$ cat src/rtl/sample_router_pkg.sv
// Shared types and constants for the FT245 sample frame router.
package sample_router_pkg;

  typedef enum logic [2:0] {
    ST_HUNT,
    ST_HDR,
    ST_LEN,
    ST_PAYLOAD,
    ST_DISCARD
  } state_e;

  localparam logic [7:0] SYNC_BYTE_DEF = 8'hA5;
  localparam int         CNT_W         = 8;
  localparam int         ID_LSB        = 0;
  localparam int         MODE_LSB      = 4;

  function automatic logic [CNT_W-1:0] sat_inc(input logic [CNT_W-1:0] v);
    return (v == '1) ? v : v + CNT_W'(1);
  endfunction

endpackage

$ cat src/rtl/sample_frame_router_packer.sv
// Little-endian byte-to-sample packer with a single-entry valid/ready hold stage.
module sample_packer
  import sample_router_pkg::*;
#(
  parameter int SAMPLE_BYTES = 1
) (
  input  logic                      clk,
  input  logic                      rst,
  input  logic                      clr_i,
  input  logic                      byte_vld_i,
  input  logic [7:0]                byte_i,
  input  logic                      ready_i,
  output logic [8*SAMPLE_BYTES-1:0] data_o,
  output logic                      valid_o,
  output logic                      last_byte_o
);

  localparam int SW    = 8 * SAMPLE_BYTES;
  localparam int IDX_W = (SAMPLE_BYTES > 1) ? $clog2(SAMPLE_BYTES) : 1;

  logic [IDX_W-1:0] idx_q, idx_d;
  logic [SW-1:0]    sample_w, hold_q, hold_d;
  logic             vld_q, vld_d;

  assign last_byte_o = byte_vld_i & (idx_q == IDX_W'(SAMPLE_BYTES - 1));

  generate
    if (SAMPLE_BYTES == 1) begin : g_single
      assign sample_w = byte_i;
    end else begin : g_multi
      // Lower bytes of the sample in flight; the completing byte bypasses straight into the hold.
      logic [SW-9:0] sh_q;
      always_ff @(posedge clk) begin
        if (rst) sh_q <= '0;
        else if (byte_vld_i && !last_byte_o) sh_q[8*idx_q +: 8] <= byte_i;
      end
      assign sample_w = {byte_i, sh_q};
    end
  endgenerate

  always_comb begin
    idx_d = idx_q;
    if (clr_i)           idx_d = '0;
    else if (byte_vld_i) idx_d = last_byte_o ? '0 : idx_q + IDX_W'(1);
    vld_d  = (vld_q & ~ready_i) | last_byte_o;
    hold_d = last_byte_o ? sample_w : hold_q;
  end

  always_ff @(posedge clk) begin
    if (rst) begin
      idx_q  <= '0;
      vld_q  <= 1'b0;
      hold_q <= '0;
    end else begin
      idx_q  <= idx_d;
      vld_q  <= vld_d;
      hold_q <= hold_d;
    end
  end

  assign data_o  = hold_q;
  assign valid_o = vld_q;

endmodule

$ cat src/rtl/sample_frame_router.sv
// Frame parser: SYNC, HDR(id/mode), LEN, payload; routes packed samples to one of NUM_CH outputs.
module sample_frame_router
  import sample_router_pkg::*;
#(
  parameter int         NUM_CH         = 4,
  parameter int         SAMPLE_BYTES   = 1,
  parameter logic [7:0] SYNC_BYTE      = SYNC_BYTE_DEF,
  parameter int         TIMEOUT_CYCLES = 1024
) (
  input  logic                             clk,
  input  logic                             rst,
  input  logic [7:0]                       in_data_i,
  input  logic                             in_valid_i,
  output logic                             in_ready_o,
  output logic [NUM_CH*8*SAMPLE_BYTES-1:0] ch_data_o,
  output logic [NUM_CH-1:0]                ch_valid_o,
  input  logic [NUM_CH-1:0]                ch_ready_i,
  output logic [NUM_CH*4-1:0]              ch_mode_o,
  output logic                             frame_done_o,
  output logic [CNT_W-1:0]                 sync_err_cnt_o,
  output logic [CNT_W-1:0]                 ch_err_cnt_o,
  output logic [CNT_W-1:0]                 timeout_cnt_o
);

  localparam int SW     = 8 * SAMPLE_BYTES;
  localparam int CH_W   = (NUM_CH > 1) ? $clog2(NUM_CH) : 1;
  localparam int REM_W  = 10;
  localparam int IDLE_W = $clog2(TIMEOUT_CYCLES + 1);

  state_e                   state_q;
  logic [CH_W-1:0]          cur_ch_q, hold_ch_q;
  logic                     bad_q, hold_last_q;
  logic [REM_W-1:0]         rem_q;
  logic [IDLE_W-1:0]        idle_q;
  logic [NUM_CH-1:0][3:0]   mode_q;
  logic [CNT_W-1:0]         sync_err_q, ch_err_q, timeout_q;

  logic [SW-1:0] hold_data;
  logic          hold_vld, hold_rdy, stalled, last_byte;
  logic          accept, pay_byte, id_ok, timeout_hit;
  logic [3:0]    id;

  // The hold carries its own channel tag so a stalled sample keeps its route across the next header.
  assign hold_rdy    = ch_ready_i[hold_ch_q];
  assign stalled     = hold_vld & ~hold_rdy;
  assign in_ready_o  = (state_q == ST_PAYLOAD) ? ~stalled : 1'b1;
  assign accept      = in_valid_i & in_ready_o;
  assign pay_byte    = accept & (state_q == ST_PAYLOAD);
  assign id          = in_data_i[ID_LSB +: 4];
  assign id_ok       = {1'b0, id} < 5'(NUM_CH);
  assign timeout_hit = (state_q != ST_HUNT) & ~accept & ~stalled &
                       (idle_q == IDLE_W'(TIMEOUT_CYCLES - 1));

  sample_packer #(.SAMPLE_BYTES(SAMPLE_BYTES)) u_packer (
    .clk         (clk),
    .rst         (rst),
    .clr_i       (timeout_hit),
    .byte_vld_i  (pay_byte),
    .byte_i      (in_data_i),
    .ready_i     (hold_rdy),
    .data_o      (hold_data),
    .valid_o     (hold_vld),
    .last_byte_o (last_byte)
  );

  always_ff @(posedge clk) begin
    if (rst) begin
      state_q     <= ST_HUNT;
      cur_ch_q    <= '0;
      hold_ch_q   <= '0;
      hold_last_q <= 1'b0;
      bad_q       <= 1'b0;
      rem_q       <= '0;
      idle_q      <= '0;
      mode_q      <= '0;
      sync_err_q  <= '0;
      ch_err_q    <= '0;
      timeout_q   <= '0;
    end else begin
      // Idle gap counter; a downstream stall freezes it rather than counting toward abort.
      if (state_q == ST_HUNT || accept || timeout_hit) idle_q <= '0;
      else if (!stalled)                              idle_q <= idle_q + IDLE_W'(1);

      if (last_byte) begin
        hold_ch_q   <= cur_ch_q;
        hold_last_q <= (rem_q == '0);
      end

      if (timeout_hit) begin
        state_q   <= ST_HUNT;
        timeout_q <= sat_inc(timeout_q);
      end else if (accept) begin
        unique case (state_q)
          ST_HUNT: begin
            if (in_data_i == SYNC_BYTE) state_q    <= ST_HDR;
            else                        sync_err_q <= sat_inc(sync_err_q);
          end
          ST_HDR: begin
            if (id_ok) begin
              mode_q[CH_W'(id)] <= in_data_i[MODE_LSB +: 4];
              cur_ch_q          <= CH_W'(id);
              bad_q             <= 1'b0;
            end else begin
              ch_err_q <= sat_inc(ch_err_q);
              bad_q    <= 1'b1;
            end
            state_q <= ST_LEN;
          end
          ST_LEN: begin
            // PAYLOAD counts samples, DISCARD counts raw bytes.
            if (bad_q) begin
              rem_q   <= REM_W'((int'(in_data_i) + 1) * SAMPLE_BYTES - 1);
              state_q <= ST_DISCARD;
            end else begin
              rem_q   <= REM_W'(in_data_i);
              state_q <= ST_PAYLOAD;
            end
          end
          ST_PAYLOAD: begin
            if (last_byte) begin
              if (rem_q == '0) state_q <= ST_HUNT;
              else             rem_q   <= rem_q - REM_W'(1);
            end
          end
          ST_DISCARD: begin
            if (rem_q == '0) state_q <= ST_HUNT;
            else             rem_q   <= rem_q - REM_W'(1);
          end
          default: state_q <= ST_HUNT;
        endcase
      end
    end
  end

  always_comb begin
    ch_valid_o = '0;
    ch_data_o  = '0;
    for (int k = 0; k < NUM_CH; k++) begin
      if (hold_vld && hold_ch_q == CH_W'(k)) begin
        ch_valid_o[k]          = 1'b1;
        ch_data_o[k*SW +: SW]  = hold_data;
      end
    end
  end

  assign frame_done_o   = hold_vld & hold_rdy & hold_last_q;
  assign ch_mode_o      = mode_q;
  assign sync_err_cnt_o = sync_err_q;
  assign ch_err_cnt_o   = ch_err_q;
  assign timeout_cnt_o  = timeout_q;

endmodule
$ cat config.mk
export PLATFORM = sky130hd
export DESIGN_NAME = sample_frame_router
export DESIGN_NICKNAME = d
export VERILOG_FILES = /design/src/rtl/sample_router_pkg.sv /design/src/rtl/sample_frame_router_packer.sv /design/src/rtl/sample_frame_router.sv
export SDC_FILE = /design/constraint.sdc
export NUM_CORES = 1
export LEC_CHECK = 0
export BUFFER_PORTS_ARGS = -buffer_cell sky130_fd_sc_hd__buf_2
export CAP_MARGIN = 20
export CORE_MARGIN = 2
export CORE_UTILIZATION = 35
export CTS_CLUSTER_DIAMETER = 150
export CTS_CLUSTER_SIZE = 16
export DETAILED_ROUTE_END_ITERATION = 8
export HOLD_SLACK_MARGIN = 0.08
export MAX_ROUTING_LAYER = met4
export PLACE_DENSITY_LB_ADDON = 0.15
export SYNTH_ARGS = -nofsm -noshare
export SYNTH_HDL_FRONTEND = slang
export SYNTH_HIERARCHICAL = 1
export SYNTH_SLANG_ARGS = --single-unit
export TNS_END_PERCENT = 100
$ cat constraint.sdc
create_clock -name clk -period 4.3 [get_ports clk]
set_clock_uncertainty 0.1 [all_clocks]
set_input_delay 0.645 -clock clk [delete_from_list [all_inputs] [get_ports clk]]
set_output_delay 0.645 -clock clk [all_outputs]
set_load 0.01 [all_outputs]
== Yosys cells after proc, flatten, opt, wreduce, memory -nomap -nowiden ==
Index checks and enable logic that the tools add are counted.
Word-level totals
  flip-flop bits (word level): 80
  output and inout bits: 78
Operators by class
  magnitude comparators: 4
  reductions and logical operators: 21
  equality and inequality tests: 14
  bitwise gates (word level): 20
  muxes and demuxes: 25
  add/subtract/negate cells: 8
Operator list (count)
  8-bit equality test, second input constant: 4
  8-bit two-way mux: 4
  10-bit two-way mux: 3
  10-bit one-hot mux with 3 select lines: 1
  8-bit by 1-bit adder with 8-bit output, second input constant: 3
  16-bit bitwise mux: 1
  3-bit one-hot mux with 5 select lines: 1
  3-bit two-way mux: 4
  11-bit by 1-bit adder with 11-bit output, second input constant: 1
  11-bit by 10-bit equality test with 1-bit output, second input constant: 1
  10-bit logical NOT: 1
  1-bit inverter: 10
  5-bit AND reduction: 2
  10-bit by 1-bit subtractor with 10-bit output, second input constant: 1
  9-bit by 1-bit subtractor with 10-bit output, second input constant: 1
  8-bit by 1-bit adder with 9-bit output, second input constant: 1
  1-bit AND: 9
  4-bit demux with 2-bit select: 1
  1-bit two-way mux: 8
  4-bit AND reduction: 2
  3-bit by 2-bit equality test with 1-bit output, second input constant: 2
  2-bit by 3-bit less-than comparator with 1-bit output, second input constant: 2
  3-bit AND reduction: 2
  3-bit nonzero test: 2
  17 further kinds: 25

== Logic depth before layout (Yosys ltp) ==
Gate-level depths: netlist of run 1.
  word-level depth: 13
  gate-level depth with buffers: 12

== By module ==
Netlist of run 1, hierarchy kept.
By module, submodules not included
  sample_frame_router: cells an instance 451, area each 3767.4 µm², sequential area each 1401.3 µm², instances 1
  sample_packer: cells an instance 40, area each 422.9 µm², sequential area each 200.2 µm², instances 1

== Least setup slack after synthesis of run 1 ==
OpenSTA, ideal clock, no wires.
  path kind: input to register
  start point: input ch_ready_i[3]
  end point: register rem_q[8]
  library setup time: 70 ps
  stages: 11
  arrival time: 3314 ps
  slack: 815 ps
  cells stage by stage: mux2i_1 > a22o_2 > nor3_1 > nor2b_1 > buf_4 > clkbuf_1 > nand3b_1 > a221oi_2 > a311oi_4 > or4b_1 > a21oi_1
RTL lines
  start: declaration: line sample_frame_router.sv:17  | input logic [NUM_CH-1:0] ch_ready_i,
  1-bit binary-select mux with 2-bit select: line sample_frame_router.sv:44  | assign hold_rdy = ch_ready_i[hold_ch_q];
  1-bit two-way mux (not written as such): line sample_frame_router.sv:44
  1-bit inverter: line sample_frame_router.sv:45  | assign stalled = hold_vld & ~hold_rdy;
  1-bit AND: line sample_frame_router.sv:45
  1-bit inverter: line sample_frame_router.sv:46  | assign in_ready_o = (state_q == ST_PAYLOAD) ? ~stalled : 1'b1;
  1-bit two-way mux: line sample_frame_router.sv:46
  1-bit AND: line sample_frame_router.sv:47  | assign accept = in_valid_i & in_ready_o;
  1-bit AND: line sample_frame_router.sv:48  | assign pay_byte = accept & (state_q == ST_PAYLOAD);
  named net pay_byte: line sample_frame_router.sv:40  | logic accept, pay_byte, id_ok, timeout_hit;
  1-bit AND: line sample_frame_router_packer.sv:25  | assign last_byte_o = byte_vld_i & (idx_q == IDX_W'(SAMPLE_BYTES - 1));
  named net last_byte: line sample_frame_router.sv:39  | logic hold_vld, hold_rdy, stalled, last_byte;
  2-bit by 1-bit inequality test with 1-bit output (no source line)
  4-bit AND reduction (no source line)
  end signal: assignment: line sample_frame_router.sv:112  | rem_q <= REM_W'((int'(in_data_i) + 1) * SAMPLE_BYTES - 1);
  end signal: assignment: line sample_frame_router.sv:115  | rem_q <= REM_W'(in_data_i);
  end signal: assignment: line sample_frame_router.sv:122  | else rem_q <= rem_q - REM_W'(1);
  end: declaration: line sample_frame_router.sv:33  | logic [REM_W-1:0] rem_q;
The timed path passes the listed nets, and every way through them passes these cells. The select of a mux whose other input is x is not followed.
A chain may end at the register's enable or synchronous reset.

== Worst setup path after layout of run 1 ==
  start point: register hold_ch_q[1]
  end point: register rem_q[8]
RTL lines
  start: declaration: line sample_frame_router.sv:31  | logic [CH_W-1:0] cur_ch_q, hold_ch_q;
  start signal: assignment: line sample_frame_router.sv:85  | hold_ch_q <= cur_ch_q;
  1-bit binary-select mux with 2-bit select: line sample_frame_router.sv:44
  1-bit two-way mux (not written as such): line sample_frame_router.sv:44
  1-bit inverter: line sample_frame_router.sv:45
  1-bit AND: line sample_frame_router.sv:45
  1-bit inverter: line sample_frame_router.sv:46
  1-bit two-way mux: line sample_frame_router.sv:46
  1-bit AND: line sample_frame_router.sv:47
  1-bit AND: line sample_frame_router.sv:48
  named net pay_byte: line sample_frame_router.sv:40
  1-bit AND: line sample_frame_router_packer.sv:25
  named net last_byte: line sample_frame_router.sv:39
  2-bit by 1-bit inequality test with 1-bit output (no source line)
  4-bit AND reduction (no source line)
The timed path passes the listed nets, and every way through them passes these cells. The select of a mux whose other input is x is not followed.

==> results of run 1 <==
-- Yosys cell counts (all sizes together), types with 2 or more instances --
| master | count |
|---|---|
| nor2b | 6 |
| a311oi | 3 |
| inv | 8 |
| xor2 | 6 |
| a21oi | 33 |
| and2 | 27 |
| nor4b | 2 |
| nand4 | 6 |
| nand4bb | 3 |
| nand3b | 4 |
| xnor2 | 11 |
| nand3 | 18 |
| a21o | 4 |
| o211ai | 2 |
| or4b | 2 |
| and2b | 2 |
| dfxtp | 80 |
| o31ai | 7 |
| nor4bb | 2 |
| o31a | 2 |
| clkbuf | 16 |
| nand2b | 12 |
| a221oi | 2 |
| and3 | 12 |
| nor4 | 6 |
| mux2i | 23 |
| ha | 6 |
| a31oi | 3 |
| nor3 | 16 |
| buf | 9 |
| o32ai | 3 |
| nor3b | 2 |
| mux2 | 3 |
| and4 | 2 |
| or4 | 8 |
| or4bb | 7 |
| o21ai | 22 |
| or3 | 6 |
| nand2 | 35 |
| nor2 | 58 |
-- metal layers --
metal | part of all wire (%) | global-route usage [%]
met4 | 1.4 | 6.99
met1 | 49 | 22.0
met3 | 4.0 | 3.72
met5 | 0 | -
met2 | 46 | 26.1
-- sequential cells by signal, summed over array words and instances (netlist names) --
| name | count |
|---|---|
| rem_q | 10 |
| ch_err_cnt_o | 8 |
| idle_q | 11 |
| hold_last_q | 1 |
| u_packer/data_o | 8 |
| state_q | 3 |
| sync_err_cnt_o | 8 |
| hold_ch_q | 2 |
| bad_q | 1 |
| ch_mode_o | 16 |
| u_packer/idx_q | 1 |
| cur_ch_q | 2 |
| u_packer/valid_o | 1 |
| timeout_cnt_o | 8 |
-- final cells by class --
| cell class | count | area (sq um) |
|---|---|---|
| fillers | 1171 | 6490 |
| multi-input cells | 378 | 2440 |
| flip-flops and latches | 80 | 1600 |
| repair buffers | 97 | 495 |
| clock buffers | 10 | 239 |
| well taps | 143 | 179 |
| clock inverters | 6 | 82.6 |
| inverters | 8 | 30.0 |
-- how the worst min path moves through the flow --
| stage | endpoint | cells after the start | startpoint |
|---|---|---|---|
| 3_5_place_dp | idle_q[10] | 2 | idle_q[10] |
| 5_1_grt | idle_q[1] | 2 | idle_q[1] |
| 6_report | idle_q[10] | 2 | idle_q[10] |
| 2_1_floorplan | idle_q[10] | 2 | idle_q[10] |
| 4_1_cts | idle_q[10] | 2 | idle_q[10] |
| 3_3_place_gp | idle_q[10] | 2 | idle_q[10] |
-- worst min-delay path, stage by stage, from the launching register on --
cell and delay [ns]:
dfxtp_1 0.33, nand2_1 0.06, nor2_1 0.04
-- cell families (layout without fill, tap and decap cells) --
kind of cell,after synthesis,after routing,share of synthesized area (%)
AOI/OAI and AO/OA,90,90,15.0
xor gates and xnor gates,17,17,3.55
adders and majority gates,6,6,1.79
buffers and inverters,33,121,3.46
DFF,80,80,38.2
muxes,26,26,6.30
and+or+nand+nor,239,239,31.7
-- metrics by stage --
| step | hold WS (ns) | cells | total power, W | area (sq um) | setup WS [ns] |
|---|---|---|---|---|---|
| 6_report | 0.368 | 722 | 0.00163 | 5070 | 0.935 |
| 5_1_grt | 0.396 | 722 | 0.00169 | 5070 | 0.560 |
| 4_1_cts | 0.367 | 721 | 0.00165 | 5070 | 0.888 |
| 3_5_place_dp | 0.359 | 705 | 0.000818 | 4740 | 0.852 |
| 3_3_place_gp | 0.345 | 705 | 0.000817 | 4740 | 0.946 |
| 2_1_floorplan | 0.335 | 491 | 0.000793 | 4190 | 0.815 |
-- report_power, final --
part | switching (W) | internal (W)
Sequential | 0.00000292 | 0.000743
Clock | 0.000305 | 0.000521
Combinational | 0.0000377 | 0.0000175
==> impl_metrics.ini, run 1 <==
[floorplan]
start_util_pct = 36.2
ioPinCount = 93
die_h_um = 113
fp-row-count = 39
core_sq_mm = 0.0116
dieArea_sq_mm = 0.0129
die_x_um = 113

[critical_path]
critical-path-top-delay-family = compound AO/OA/AOI/OAI gates
required_ns = 4.47
worst-path-buf-inv = 1
cpMaxStageDelayCell = a311oi_4
crit_fanout = 19
worstSetupStartpointType = flop
r2r-end = rem_q[8]
crit_path_end = rem_q[8]
crit-reg2reg-launch = hold_ch_q[1]
startpoint = hold_ch_q[1]
cp-end-kind = flop
cpPeakStageDelay_ns = 0.77
path_class = flop to flop
ff2ff_path_depth = 10
reg2reg_slack_ns = 0.93
arrival_ns = 3.53
crit_chain = mux2i_1, a22o_2, nor3_1, buf_4, nor2b_1, nand3b_1, a221oi_2, a311oi_4, o21ai_0, a21oi_1
worst-path-stages = 10

[sta]
slew_violations = 0
final-setup-viol-count = 0
tns_ns = 0
rsz0062_at_grt = no
hold_violations = 0
timing.slew.headroom_pct = 48.2
fin_crit_ns = 3.37
worstMarginPinSlew_ns = 0.776
finalCritPeriodShare_pct = 78.3
clock.fmax_ghz = 0.297

[pwr]
p_leak_nw = 2.12
max-vdd-ir-drop_mv = 0.151
p_per_area_mw_per_mm2 = 321

[yosys]
ys_seq_elements = 80
synthCells = 491
synth-edff-count = 0
synth_top_area_share_pct = 38.2
ys.flop_type = dfxtp_1
ys_async_sr_fraction_pct = 0
yosysTopAreaCell = dfxtp_1
syn-num-nets = 512
syn_area_sq_mm = 0.00419
yosys_warnings = 6
ys_top_cells_by_area = dfxtp_1, mux2i_1, nor2_1, and2_1, a21oi_1
synth_cell_type_count = 61
ys_seq_area_share_pct = 38.2
syn_avg_cell_area_sq_um = 8.53

[clocking]
cts_max_path_buffers = 2
ctsHoldBuffers = 0
clk_pin_slew_ns = 0.06
clock-sinks = 80
root_buffer = clkbuf_16
postCtsResizedCells = 0
clk_latency_ns = 0.35
numCtsBuffers = 9
cts_tree = yes
cts_htree_levels = 3
cts_setup_buffers = 0

[min_path]
min_path_type = flop to flop

[place]
dp_hpwl_um = 7190
port_buffers = 92
gp_congestion = 0.795

[routing]
drt-initial-drc-count = 176
via_per_inst = 5.23
wirelength_um = 10200
vias = 3776
first_pass_iters = 4
wl_per_cell_um = 14.1
ant_nets = 0
drc = 0

[final_layout]
final_cell_mix = buf_2, dfxtp_1, nor2_1, nand2_1, a21oi_1
area_growth_pct = 21.0
final_common_cell = buf_2
diodes = 0
fin_util_pct = 43.8
nets = 595
drive_gt1_share_pct = 22.8

[grt]
grt_remaining_overflow = 0
antenna_found_initial = 0
grt_usage_pct = 17.1
grt_max_degree = 43
grt_pass1_vias = 3514
grt_first_pass_wirelength_um = 17300

[run_status]
run_status = complete, no violations

[flow_run]
drv_cap = 0
No activity file was read; power rests on OpenSTA's default activity.
==> run 2, diff against run 1 <==
- ABC_AREA: not set -> 1
- clock period: 4.3 -> 2.7 ns (I/O delays scaled with it)
==> run 2 against run 1 <==
Cell count grew 22%. Sequential power grew 62%. Die area grew 1.7%. Critical path type unchanged. Core utilization shrank 0.094 points. Highest routed layer unchanged. Design area grew 3.2%. Non-clock buffer count grew 2. Synthesized cell count grew 29%.
==> impl_metrics.ini, run 2 <==
[run_status]
run_status = complete, no violations

[final_layout]
area_growth_pct = 22.7
diodes = 0
final_common_cell = nand2_1
nets = 754
final_cell_mix = nand2_1, nor2_1, buf_2, dfxtp_1, inv_1
drive_gt1_share_pct = 21.6
largest_reg_flops = 16
fill_cells = 1266

[routing]
wl_per_cell_um = 12.2
via_per_inst = 4.79
drc = 0
vias = 4226
ant_nets = 0
wirelength_um = 10800
first_pass_iters = 4
drt-initial-drc-count = 171

[critical_path]
worstSetupStartpointType = flop
ff2ff_path_depth = 19
critical-path-top-delay-family = simple AND/OR/NAND/NOR gates
cpPeakStageDelay_ns = 0.36
cp_common_cell = nand2_1
crit-reg2reg-launch = hold_ch_q[1]
worst-path-buf-inv = 6
arrival_ns = 2.50
crit_chain = inv_1, nand3_1, nand2_1, nor2_2, nand3_2, nand2_2, inv_2, nand2_1, inv_1, inv_2, nor2_4, inv_1, nand2_1, nand3_2, nor2_4, buf_12, nand2_1, nand2_1, nor2_1
required_ns = 2.81
reg2reg_slack_ns = 0.31
cpMaxStageDelayCell = dfxtp_1
r2r-end = rem_q[5]
cp-end-kind = flop
path_class = flop to flop
crit_fanout = 13
startpoint = hold_ch_q[1]

[sta]
tns_ns = 0
slew_violations = 0
timing.slew.headroom_pct = 59.0
rsz0062_at_grt = no
clock.fmax_ghz = 0.418
final-setup-viol-count = 0
holdWs_ns = 0.285
hold_violations = 0
worstMarginPinSlew_ns = 0.615
fin_crit_ns = 2.39
finalCritPeriodShare_pct = 88.6

[clocking]
clk_pin_slew_ns = 0.06
cts_htree_levels = 3
ctsHoldBuffers = 0
clk_latency_ns = 0.34
root_buffer = clkbuf_16
numCtsBuffers = 9
cts_max_path_buffers = 2
cts_tree = yes
clock-sinks = 80

[yosys]
yosys_warnings = 6
syn-num-nets = 653
synth_cell_type_count = 33
synth-edff-count = 0
synth_common_cells = nand2_1, nor2_1, dfxtp_1
synthCells = 632
ys_seq_elements = 80
ys.flop_type = dfxtp_1
yosysTopAreaCell = dfxtp_1
ys_async_sr_fraction_pct = 0
syn_avg_cell_area_sq_um = 6.75
synth.most_common_cell = nand2_1
syn_area_sq_mm = 0.00427
synth_top_area_share_pct = 37.5
ys_top_cells_by_area = dfxtp_1, nand2_1, nor2_1, inv_1, a21oi_1
ys_seq_area_share_pct = 37.5

[grt]
use_met3_pct = 4.18
grt_use_met1_pct = 21.0
grt_max_degree = 42
grt_pass1_vias = 3860
grt_first_pass_wirelength_um = 17400
grt_remaining_overflow = 0
grt_usage_pct = 17.1
grt_use_met2_pct = 26.9
antenna_found_initial = 0
grt.busiest_layer = met2

[pwr]
p_leak_nw = 2.30
max-vdd-ir-drop_mv = 0.268
p_per_area_mw_per_mm2 = 524

[min_path]
min_path_type = input port to flop
min_to = cur_ch_q[0]
holdPathStages = 3
min_from = in_data_i[0]

[floorplan]
fp-row-count = 40
dieArea_sq_mm = 0.0131
start_util_pct = 35.7
core_sq_mm = 0.0120
die_h_um = 114
ioPinCount = 93
die_x_um = 114

[flow_run]
drv_cap = 0

[place]
dp_hpwl_um = 7820
gp_congestion = 0.880
port_buffers = 92
## run 2: changes by cell type in the layout (fill, tap and decap cells not counted), moves of 9 or more
cell	delta
nand3_2	+10
a21oi_1	+13
nor2_1	+41
and3_1	-9
nor3_1	-9
inv_1	+66
mux2i_1	-23
nand2_1	+115
nand3_1	+27
nand2b_1	-12
o21ai_0	+12
and2_1	-27
## run 2: worst max path at each step
stage               endpoint  slack (ns)  cells past startpoint
floorplan           rem_q[6]        0.35                     20
global route        rem_q[1]       0.008                     18
CTS                 rem_q[1]        0.25                     16
finish              rem_q[5]        0.31                     19
global placement    rem_q[0]        0.34                     16
detailed placement  rem_q[1]        0.24                     16
## run 2: report_power, final
| part | switching [W] | leakage, nW | internal [W] | total (W) |
|---|---|---|---|---|
| registers | 0.0000152 | 0.645 | 0.00120 | 0.00121 |
| logic | 0.000165 | 1.50 | 0.0000773 | 0.000242 |
| clock network | 0.000470 | 0.154 | 0.000821 | 0.00129 |
## run 2: metal layers
metal / share of wire [%] / wire [um]
met4: 1.7 / 188
met2: 47 / 5060
met1: 47 / 5090
met3: 4.0 / 434
met5: 0 / 0
## run 2: worst register-to-register path, stage by stage (launching register included)
cell,delay (ns)
dfxtp_1,0.36
inv_1,0.16
nand3_1,0.10
nand2_1,0.09
nor2_2,0.06
nand3_2,0.10
nand2_2,0.08
inv_2,0.17
nand2_1,0.07
inv_1,0.08
inv_2,0.05
nor2_4,0.08
inv_1,0.09
nand2_1,0.13
nand3_2,0.13
nor2_4,0.15
buf_12,0.14
nand2_1,0.05
nand2_1,0.05
nor2_1,0.03
## run 2: stage by stage
| step | instances | total power, W | utilization (%) | area, sq um | setup WS, ns |
|---|---|---|---|---|---|
| 3_5_place_dp | 867 | 0.00147 | 40.9 | 4890 | 0.242 |
| 5_1_grt | 883 | 0.00287 | 43.8 | 5230 | 0.00791 |
| 6_report | 883 | 0.00274 | 43.8 | 5230 | 0.308 |
| 4_1_cts | 881 | 0.00277 | 43.5 | 5200 | 0.246 |
| 3_3_place_gp | 867 | 0.00147 | 40.9 | 4890 | 0.336 |
| 2_1_floorplan | 632 | 0.00140 | - | 4270 | 0.348 |
## run 2: layout make-up
type,instances,area [sq um],share of cell area (%)
well taps,147,184,3.51
multi-input cells,460,2300,44.0
flip-flops and latches,80,1600,30.6
clock inverters,4,70.1,1.34
clock buffers,10,239,4.57
inverters,83,312,5.95
repair buffers,99,526,10.0
## run 2: what timing repair did
item | 4_1_cts | 5_1_grt
buffers inserted | 0 | 2
setup endpoints to repair | 0 | 11
resized for setup | 0 | 3
## run 2: cells by family after synthesis
| kind of cell | Yosys count | share of synthesized area, % |
|---|---|---|
| fa+ha+maj | 6 | 1.76 |
| simple gates | 349 | 36.9 |
| flops | 80 | 37.5 |
| xor+xnor | 19 | 3.90 |
| buf+inv | 92 | 8.54 |
| compound gates | 86 | 11.4 |
==> run 3, diff against run 2 <==
- BUFFER_PORTS_ARGS: -buffer_cell sky130_fd_sc_hd__buf_2 -> not set
- DONT_BUFFER_PORTS: not set -> 1
==> run 3 against run 2 <==
Hold slack worse by 0.18 ns. Sequential share of layout area is 2.8 points higher. Design area is 8.3% lower. Core utilization is 3.7 points lower. Sequential power hardly changed. Critical path type unchanged. Largest cell class unchanged.
==> impl_metrics.ini, run 3 (synthesis gave the netlist of run 2 again) <==
[place]
gp_congestion = 0.918
pre_cts_ws_ns = 0.125
port_buffers = 0
dp_hpwl_um = 7500
place_area_sq_mm = 0.00442

[final_layout]
multi_input_area_sq_mm = 0.00231
register_area_sq_mm = 0.00160
diodes = 0
nets = 663
largest_reg_flops = 16
area_growth_pct = 12.5
drive_gt1_share_pct = 10.8
fill_cells = 1229
final_cell_mix = nand2_1, nor2_1, dfxtp_1, inv_1, a21oi_1
fin_area_sq_mm = 0.00480
final_common_cell = nand2_1

[critical_path]
worst-path-buf-inv = 5
critical-path-top-delay-family = simple AND/OR/NAND/NOR gates
crit_chain = inv_1, nand3_1, nand2_1, nor2_2, nand3_2, nand2_2, inv_2, nand2_1, inv_1, inv_2, nor2_4, inv_1, nand2_1, nand3_2, nor2_4, nand2_1, nand2_1, nor2_1
startpoint = hold_ch_q[1]
worst-path-stages = 18
arrival_ns = 2.58
ff2ff_path_depth = 18
cpMaxStageDelayCell = dfxtp_1
required_ns = 2.84
cp-end-kind = flop
path_class = flop to flop
crit-reg2reg-launch = hold_ch_q[1]
cp_common_cell = nand2_1
worstSetupStartpointType = flop
crit_fanout = 10
cpPeakStageDelay_ns = 0.37

[grt]
grt_max_degree = 40
grt_pass1_vias = 3597
grt_remaining_overflow = 0
antenna_found_initial = 0
grt_first_pass_wirelength_um = 16900
grt_usage_pct = 16.9

[pwr]
p_comb_share_pct = 7.6
share_seq_of_total_power_pct = 44.3
power_switching_w = 0.000647
swShare_pct = 23.6
p_leak_nw = 1.81
p_total_w = 0.00274
p_per_area_mw_per_mm2 = 571
internal_power_w = 0.00209
max-vdd-ir-drop_mv = 0.341
power_frac_clock_pct = 48.1

[routing]
drc = 0
vias = 3862
met3RoutedLength_um = 573
highest_layer = met4
drt-initial-drc-count = 172
wirelength_um = 10500
ant_nets = 0
wl_per_cell_um = 13.2
drt-met1-wl_um = 4760
first_pass_iters = 4
via_per_inst = 4.86
dr_wl_met2_um = 4950

[clocking]
clk_pin_slew_ns = 0.06
numCtsBuffers = 9
cts_max_path_buffers = 2
cts_tree = yes
clk_latency_ns = 0.35
cts_htree_levels = 3
root_buffer = clkbuf_16
clock-sinks = 80

[sta]
worstMarginPinSlew_ns = 0.593
slew_violations = 0
hold_violations = 0
finalCritPeriodShare_pct = 90.6
final-setup-viol-count = 0
timing.slew.headroom_pct = 60.4
tns_ns = 0
clock.fmax_ghz = 0.409
fin_ws_ns = 0.254
fin_crit_ns = 2.45
rsz0062_at_grt = no

[run_status]
run_status = complete, no violations

[floorplan]
die_x_um = 114
dieArea_sq_mm = 0.0131
ioPinCount = 93
fp-row-count = 40
start_util_pct = 35.7
core_sq_mm = 0.0120
die_h_um = 114

[min_path]
min_from = in_data_i[0]
min_path_type = input port to flop
holdPathStages = 2

[flow_run]
drv_cap = 0
==> run 3: changes by cell type in the layout (fill, tap and decap cells not counted), sizes merged <==
cell      change
clkinvlp      +1
nor2          +1
clkinv        +1
buf          -92
==> run 3: repair_timing <==
action,in CTS,in global routing
endpoints found under the setup margin,0,13
hold endpoints to repair,39,0
hold buffers,1,0
buffers inserted,0,3
resized for setup,0,2
==> run 3: final timing paths <==
| path | endpoint | slack, ns |
|---|---|---|
| worst min-delay path | cur_ch_q[0] | 0.10 |
| worst min register to register | idle_q[10] | 0.36 |
| worst max-delay path | rem_q[2] | 0.25 |
| worst max register to register | rem_q[2] | 0.25 |
==> run 3: per-layer routing <==
metal,vias to the layer above,global-route usage (%)
met5,-,-
met4,0,7.24
met3,13,5.88
met2,70,26.1
met1,1743,19.9
li1,2036,-
==> run 3: power groups by stage <==
stage / clock (W) / sequential, W / combinational (W)
after global placement: 0 / 0.00124 / 0.000190
after CTS: 0.00136 / 0.00121 / 0.000206
after detailed placement: 0 / 0.00124 / 0.000191
after floorplan: 0 / 0.00124 / 0.000165
after global routing: 0.00141 / 0.00122 / 0.000240
final: 0.00132 / 0.00121 / 0.000207
==> run 3: final cells by class <==
| cell class | count | area share (%) |
|---|---|---|
| clock buffer | 10 | 4.98 |
| clock inverter | 6 | 1.72 |
| inverter | 83 | 6.49 |
| multi-input combinational | 461 | 48.2 |
| sequential | 80 | 33.4 |
| tap | 147 | 3.83 |
| timing repair buffer | 7 | 1.36 |
==> run 3: per-stage QoR <==
| step | std cells | util [%] | hold WS (ns) |
|---|---|---|---|
| global route | 794 | 40.1 | 0.107 |
| global placement | 773 | 36.9 | 0.344 |
| CTS | 790 | 39.8 | 0.0885 |
| detailed placement | 773 | 36.9 | 0.346 |
| finish | 794 | 40.1 | 0.103 |
| floorplan | 632 | - | 0.327 |
